### src/rtl/tcm_arb_pkg.sv
// Shared definitions for the TCM external-port arbiter.
// Holds the lock FSM state encoding, the response latency and the lock
// counter width used by tcm_ext_arb.
package tcm_arb_pkg;

  localparam int unsigned RESP_LATENCY = 1;
  localparam int unsigned LOCK_CNT_W   = 8;

  typedef enum logic [1:0] {
    ARB_IDLE = 2'd0,
    ARB_OWN0 = 2'd1,
    ARB_OWN1 = 2'd2
  } arb_state_e;

endpackage

### src/rtl/tcm_ext_arb.sv
// Two-requester arbiter in front of a single TCM external port.
//
// Ports:
//   clk_i, rst_i                 clock, synchronous active-high reset
//   mN_wr_i/rd_i/addr_i/
//   mN_write_data_i/mN_lock_i    request from requester N (N = 0, 1)
//   mN_accept_o                  request from N taken this cycle
//   mN_ack_o, mN_read_data_o     response strobe and read data to N
//   ext_wr_o/rd_o/addr_o/
//   ext_write_data_o             request presented to the TCM
//   ext_read_data_i              TCM read data, one cycle after accept
//   ext_accept_i                 TCM takes the presented request
//
// Configuration:
//   TCM_EXT_ARB_LOCK_EN  defined: requesters may lock the grant for up to
//                        LOCK_MAX consecutive accepts (IDLE/OWN0/OWN1 FSM).
//                        undefined: mN_lock_i ignored, pure round-robin.
module tcm_ext_arb
  import tcm_arb_pkg::*;
#(
  parameter int unsigned LOCK_MAX = 16
) (
  input  logic        clk_i,
  input  logic        rst_i,
  input  logic [3:0]  m0_wr_i,
  input  logic        m0_rd_i,
  input  logic [31:0] m0_addr_i,
  input  logic [31:0] m0_write_data_i,
  input  logic        m0_lock_i,
  output logic        m0_accept_o,
  output logic        m0_ack_o,
  output logic [31:0] m0_read_data_o,
  input  logic [3:0]  m1_wr_i,
  input  logic        m1_rd_i,
  input  logic [31:0] m1_addr_i,
  input  logic [31:0] m1_write_data_i,
  input  logic        m1_lock_i,
  output logic        m1_accept_o,
  output logic        m1_ack_o,
  output logic [31:0] m1_read_data_o,
  output logic [3:0]  ext_wr_o,
  output logic        ext_rd_o,
  output logic [31:0] ext_addr_o,
  output logic [31:0] ext_write_data_o,
  input  logic [31:0] ext_read_data_i,
  input  logic        ext_accept_i
);

  logic act0, act1;
  logic grant0, grant1, grant_any, accept_any;
  // last_q / hold_owner_q / resp_owner_q: 0 = m0, 1 = m1
  logic last_q, hold_valid_q, hold_owner_q, resp_valid_q, resp_owner_q;
  logic own0, own1;

  assign act0 = m0_rd_i | (m0_wr_i != 4'd0);
  assign act1 = m1_rd_i | (m1_wr_i != 4'd0);

`ifdef TCM_EXT_ARB_LOCK_EN
  arb_state_e            state_q;
  logic [LOCK_CNT_W-1:0] lock_cnt_q;
  logic [LOCK_CNT_W-1:0] lock_cnt_inc;
  logic                  unused_cfg;

  assign own0         = (state_q == ARB_OWN0);
  assign own1         = (state_q == ARB_OWN1);
  assign lock_cnt_inc = lock_cnt_q + LOCK_CNT_W'(1);
  assign unused_cfg   = ^LOCK_CNT_W'(RESP_LATENCY);

  // The counter includes the accept that entered the lock, so the owner gets
  // exactly LOCK_MAX accepts in a row before being forced back to IDLE.
  always_ff @(posedge clk_i) begin
    if (rst_i) begin
      state_q    <= ARB_IDLE;
      lock_cnt_q <= '0;
    end else begin
      unique case (state_q)
        ARB_IDLE: begin
          if (m0_accept_o && m0_lock_i && (LOCK_MAX > 1)) begin
            state_q    <= ARB_OWN0;
            lock_cnt_q <= LOCK_CNT_W'(1);
          end else if (m1_accept_o && m1_lock_i && (LOCK_MAX > 1)) begin
            state_q    <= ARB_OWN1;
            lock_cnt_q <= LOCK_CNT_W'(1);
          end
        end
        ARB_OWN0: begin
          if (m0_accept_o) begin
            if (!m0_lock_i || (lock_cnt_inc == LOCK_CNT_W'(LOCK_MAX))) begin
              state_q    <= ARB_IDLE;
              lock_cnt_q <= '0;
            end else begin
              lock_cnt_q <= lock_cnt_inc;
            end
          end else if (!m0_lock_i && !act0) begin
            state_q    <= ARB_IDLE;
            lock_cnt_q <= '0;
          end
        end
        ARB_OWN1: begin
          if (m1_accept_o) begin
            if (!m1_lock_i || (lock_cnt_inc == LOCK_CNT_W'(LOCK_MAX))) begin
              state_q    <= ARB_IDLE;
              lock_cnt_q <= '0;
            end else begin
              lock_cnt_q <= lock_cnt_inc;
            end
          end else if (!m1_lock_i && !act1) begin
            state_q    <= ARB_IDLE;
            lock_cnt_q <= '0;
          end
        end
        default: begin
          state_q    <= ARB_IDLE;
          lock_cnt_q <= '0;
        end
      endcase
    end
  end
`else
  logic unused_cfg;

  assign own0       = 1'b0;
  assign own1       = 1'b0;
  assign unused_cfg = ^{m0_lock_i, m1_lock_i, LOCK_CNT_W'(LOCK_MAX), LOCK_CNT_W'(RESP_LATENCY)};
`endif

  // Priority: a stalled request keeps its grant, then a lock owner, then
  // round-robin against the last accepted requester. Reset blanks all grants.
  always_comb begin
    grant0 = 1'b0;
    grant1 = 1'b0;
    if (rst_i) begin
      grant0 = 1'b0;
      grant1 = 1'b0;
    end else if (hold_valid_q) begin
      grant0 = ~hold_owner_q;
      grant1 = hold_owner_q;
    end else if (own0) begin
      grant0 = act0;
    end else if (own1) begin
      grant1 = act1;
    end else if (act0 && act1) begin
      grant0 = last_q;
      grant1 = ~last_q;
    end else begin
      grant0 = act0;
      grant1 = act1;
    end
  end

  assign grant_any   = grant0 | grant1;
  assign accept_any  = grant_any & ext_accept_i;
  assign m0_accept_o = grant0 & ext_accept_i;
  assign m1_accept_o = grant1 & ext_accept_i;

  always_comb begin
    ext_wr_o         = 4'd0;
    ext_rd_o         = 1'b0;
    ext_addr_o       = 32'd0;
    ext_write_data_o = 32'd0;
    if (grant0) begin
      ext_wr_o         = m0_wr_i;
      ext_rd_o         = m0_rd_i;
      ext_addr_o       = m0_addr_i;
      ext_write_data_o = m0_write_data_i;
    end else if (grant1) begin
      ext_wr_o         = m1_wr_i;
      ext_rd_o         = m1_rd_i;
      ext_addr_o       = m1_addr_i;
      ext_write_data_o = m1_write_data_i;
    end
  end

  always_ff @(posedge clk_i) begin
    if (rst_i) begin
      last_q       <= 1'b1;
      hold_valid_q <= 1'b0;
      hold_owner_q <= 1'b0;
      resp_valid_q <= 1'b0;
      resp_owner_q <= 1'b0;
    end else begin
      resp_valid_q <= accept_any;
      resp_owner_q <= grant1;
      if (accept_any) begin
        last_q       <= grant1;
        hold_valid_q <= 1'b0;
      end else if (grant_any) begin
        hold_valid_q <= 1'b1;
        hold_owner_q <= grant1;
      end
    end
  end

  // Gating with rst_i drops a response that is due in the reset cycle.
  assign m0_ack_o       = resp_valid_q & ~resp_owner_q & ~rst_i;
  assign m1_ack_o       = resp_valid_q & resp_owner_q & ~rst_i;
  assign m0_read_data_o = m0_ack_o ? ext_read_data_i : 32'd0;
  assign m1_read_data_o = m1_ack_o ? ext_read_data_i : 32'd0;

endmodule

### config.mk
export PLATFORM = sky130hd
export DESIGN_NAME = tcm_ext_arb
export DESIGN_NICKNAME = d
export VERILOG_FILES = /design/src/rtl/tcm_arb_pkg.sv /design/src/rtl/tcm_ext_arb.sv
export SDC_FILE = /design/constraint.sdc
export NUM_CORES = 1
export LEC_CHECK = 0
export BUFFER_PORTS_ARGS = -buffer_cell sky130_fd_sc_hd__buf_2
export CAP_MARGIN = 20
export CELL_PAD_IN_SITES_DETAIL_PLACEMENT = 0
export CELL_PAD_IN_SITES_GLOBAL_PLACEMENT = 1
export CORE_AREA = 2 2 121 123
export CTS_CLUSTER_DIAMETER = 150
export DETAILED_ROUTE_END_ITERATION = 12
export DIE_AREA = 0 0 123 125
export PLACE_DENSITY = 0.72
export SLEW_MARGIN = 5
export SYNTH_ARGS = -nofsm -noshare
export SYNTH_HDL_FRONTEND = slang
export SYNTH_SLANG_ARGS = --single-unit
### constraint.sdc
create_clock -name clk_i -period 1.8 [get_ports clk_i]
set_clock_uncertainty 0.2 [all_clocks]
set_input_delay 0.18 -clock clk_i [delete_from_list [all_inputs] [get_ports clk_i]]
set_output_delay 0.18 -clock clk_i [all_outputs]
set_load 0.02 [all_outputs]
==> impl_metrics.tcl <==
set metrics [dict create \
    first_iter_violations 72 \
    final_cells 716 \
    cts_tree "yes" \
    result_of_the_run "finished with violations" \
    root_buffer "sky130_fd_sc_hd__clkbuf_16" \
    grt_pass1_vias 2864 \
    globalplace.congestion 0.8154 \
    timing.final.setup_violations 70 \
    via_to_cell_ratio 4.061 \
    min_period_ps 2181 \
    worst_setup_path_class "input port to output port" \
    place_inst 705 \
    synth.cell_area_mm2 0.001423 \
    critPathCaptureType "output port" \
    vias 2908 \
    synthDistinctLibCells 27 \
    power_frac_clock 0.187 \
    switching_power_w 0.0007274 \
    worstReg2RegEnd "hold_owner_q" \
    floorplan.rows 44 \
    share_seq_of_total_power 0.069 \
    final_hold_viol_count 0 \
    floorplan.initialDensity 0.1002 \
    unrepaired_setup_endpoints_after_global_routing "yes" \
    cts.clk_slew.worst_paths_ps 30 \
    comb_power_share 0.745 \
    grt_antenna_before_repair 0 \
    grt_first_pass_wirelength_um 14860 \
    layout.cells.most_common "sky130_fd_sc_hd__buf_2" \
    cts.sink_count 5 \
    crit_fanout 20 \
    yosys_most_used_dff "sky130_fd_sc_hd__dfxtp_1" \
    met3_usage 0.02281 \
    hold-path-endpoint "hold_valid_q" \
    switching_share 0.3794 \
    synth_area_per_cell_um2 7.487 \
    grt_use_met2 0.2580 \
    dieWidth_um 123 \
    grt.total_usage 0.1240 \
    crit_arrival_ps 1800 \
    violations "negative setup slack" \
    synth_top_cell_area_share 0.4248 \
    min-delay-path-class "input port to flop" \
    yosys_warnings 0 \
    worst-r2r-cell-count 5 \
    grt_most_used_layer "met2" \
    post_route_clock_period_utilization 1.212 \
    synth_enable_flop_cells 0 \
    die_span_in_y_um 125 \
    hold_depth 2 \
    clock_latency_ps 220 \
    synthesis_stage_register_bit_count 5 \
    synth_seq_area_share 0.07036 \
    worst-endpoint-required_ps 1420 \
    critPathLaunchType "input port" \
    io_buffer_count 309 \
    p_int_w 0.001190 \
    synth.area.top_cells "sky130_fd_sc_hd__a22o_1 (42%), sky130_fd_sc_hd__and2_1 (28%), sky130_fd_sc_hd__dfxtp_1 (7.0%)" \
    core_mm2 0.01420 \
    cts_max_level 1 \
    timing.hold.worst.start "rst_i" \
    nFillCells 1509 \
    post-route-worst-setup-slack_ps -380.8 \
    postSynthCellCount 190 \
    power.static_leakage_nw 2.503 \
    mappedNetlistNets 365 \
    diodes 0 \
    syn2layout_area_growth_pct 210.6 \
    drt-wirelength-per-cell_um 14.70 \
    fmax_mhz 458.5 \
    layout_common_cells "sky130_fd_sc_hd__buf_2 (245), sky130_fd_sc_hd__and2_1 (64), sky130_fd_sc_hd__buf_6 (57)" \
    worstMarginPinSlew_ps 336.0 \
    hpwl_um 8796 \
    detailedPlace.worstSlack_ps -400.5 \
    drc 0 \
    fin_nets 708 \
    synth_async_sr_flop_share 0 \
    slew_violations 0 \
    io_pins 312 \
    max_cap_violations 0 \
    worst_ir_drop_vdd_uv 193.9 \
    fp.dieArea_mm2 0.01538 \
    yosys.area.top_type "sky130_fd_sc_hd__a22o_1" \
    drtAntennaViolNets 0 \
    globalRouteMet1Util 0.1283 \
    power_density_mw_per_mm2 433.8 \
    r2r_slack_ps 130 \
    maximum_number_of_pins_on_one_net_before_global_route_repair 34 \
    drt-total-wl_um 10520 \
    cts-buffers-inserted 3 \
    timing.slew.headroom 0.7760 \
    drt_first_pass_iters 4 \
    power_w 0.001917 \
    ctsLongestPathBuffers 2 \
    crit-reg2reg-launch "hold_valid_q" \
    total_overflow_reported_by_the_global_router 0 \
    layout-drive-gt1-share 0.7556 \
]
[registers in the layout (all words and copies together), names as in the netlist]
name and flops:
hold_owner_q 1, hold_valid_q 1, last_q 1, resp_owner_q 1, resp_valid_q 1
[stage by stage]
step | util | hold WS (ps) | TNS [ps] | cell area, um^2
after floorplan | - | 52.14 | -6782 | 1678
after global placement | 0.2667 | 225.4 | -24580 | 3789
after detailed placement | 0.2667 | 226.9 | -25510 | 3789
after CTS | 0.3011 | 17.11 | -23980 | 4277
after global routing | 0.3111 | 50.42 | -27040 | 4419
final | 0.3111 | 37.31 | -23640 | 4419
[worst max-delay path, cell delays in order]
cell and delay [ps]:
sky130_fd_sc_hd__buf_6 90, sky130_fd_sc_hd__or3_4 400, sky130_fd_sc_hd__nor4_4 310, sky130_fd_sc_hd__a2111oi_4 70, sky130_fd_sc_hd__buf_12 180, sky130_fd_sc_hd__buf_12 160
sky130_fd_sc_hd__a22o_4 240, sky130_fd_sc_hd__buf_2 150
[worst max-delay path by stage]
stage,from,cells past startpoint,slack [ps],endpoint
floorplan,m0_wr_i[0],6,-130,ext_addr_o[24]
global placement,m0_wr_i[0],8,-390,ext_write_data_o[21]
detailed placement,m0_wr_i[0],8,-400,ext_write_data_o[21]
CTS,hold_valid_q,7,-400,ext_addr_o[5]
global route,hold_valid_q,6,-430,ext_write_data_o[21]
finish,m0_wr_i[0],8,-380,ext_write_data_o[5]
[layout make-up]
class                      count  area (um^2)  share of cell area
clock buffer                   4        78.83             0.01784
inverter                       3        11.26            0.002548
multi-input combinational    160         1485              0.3361
sequential                     5        107.6             0.02435
tap                          184        230.2             0.05210
timing repair buffer         360         2506              0.5671
[power groups by stage]
stage          combinational (W)  sequential, W  clock, W
4_1_cts                  0.00137       0.000131  0.000365
2_1_floorplan           0.000629       0.000127         0
3_3_place_gp             0.00118       0.000133         0
6_report                 0.00143       0.000131  0.000358
3_5_place_dp             0.00119       0.000132         0
5_1_grt                  0.00151       0.000132  0.000372
[Yosys cell counts (2+ instances only)]
master and instances:
sky130_fd_sc_hd__a22o_1 69, sky130_fd_sc_hd__and2_1 64, sky130_fd_sc_hd__clkbuf_1 11, sky130_fd_sc_hd__buf_2 9, sky130_fd_sc_hd__dfxtp_1 5, sky130_fd_sc_hd__a21oi_1 3
sky130_fd_sc_hd__inv_1 3, sky130_fd_sc_hd__nand2_1 3, sky130_fd_sc_hd__nor2_1 3, sky130_fd_sc_hd__buf_4 2, sky130_fd_sc_hd__nor3_1 2
[cells by family after synthesis]
logic type      Yosys count  share of synthesized area
compound gates           81                     0.5004
buf+inv                  25                    0.07915
simple gates             79                     0.3501
flops                     5                    0.07036
[repair_timing]
action | 4_1_cts | 5_1_grt
endpoints found under the setup margin | 72 | 71
cloned | 2 | 0
gates resized for setup | 98 | 41
endpoints found under the hold margin | 1 | 0
pin swaps | 24 | 7
hold buffers | 1 | 0
setup buffers | 3 | 2
[per-layer routing]
metal | up-vias | part of all wire
met5 | - | 0
met3 | 2 | 0.10
met4 | 0 | 0.00095
li1 | 1411 | -
met1 | 1299 | 0.35
met2 | 196 | 0.55
Note: power is estimated with default switching activity, not from simulation.
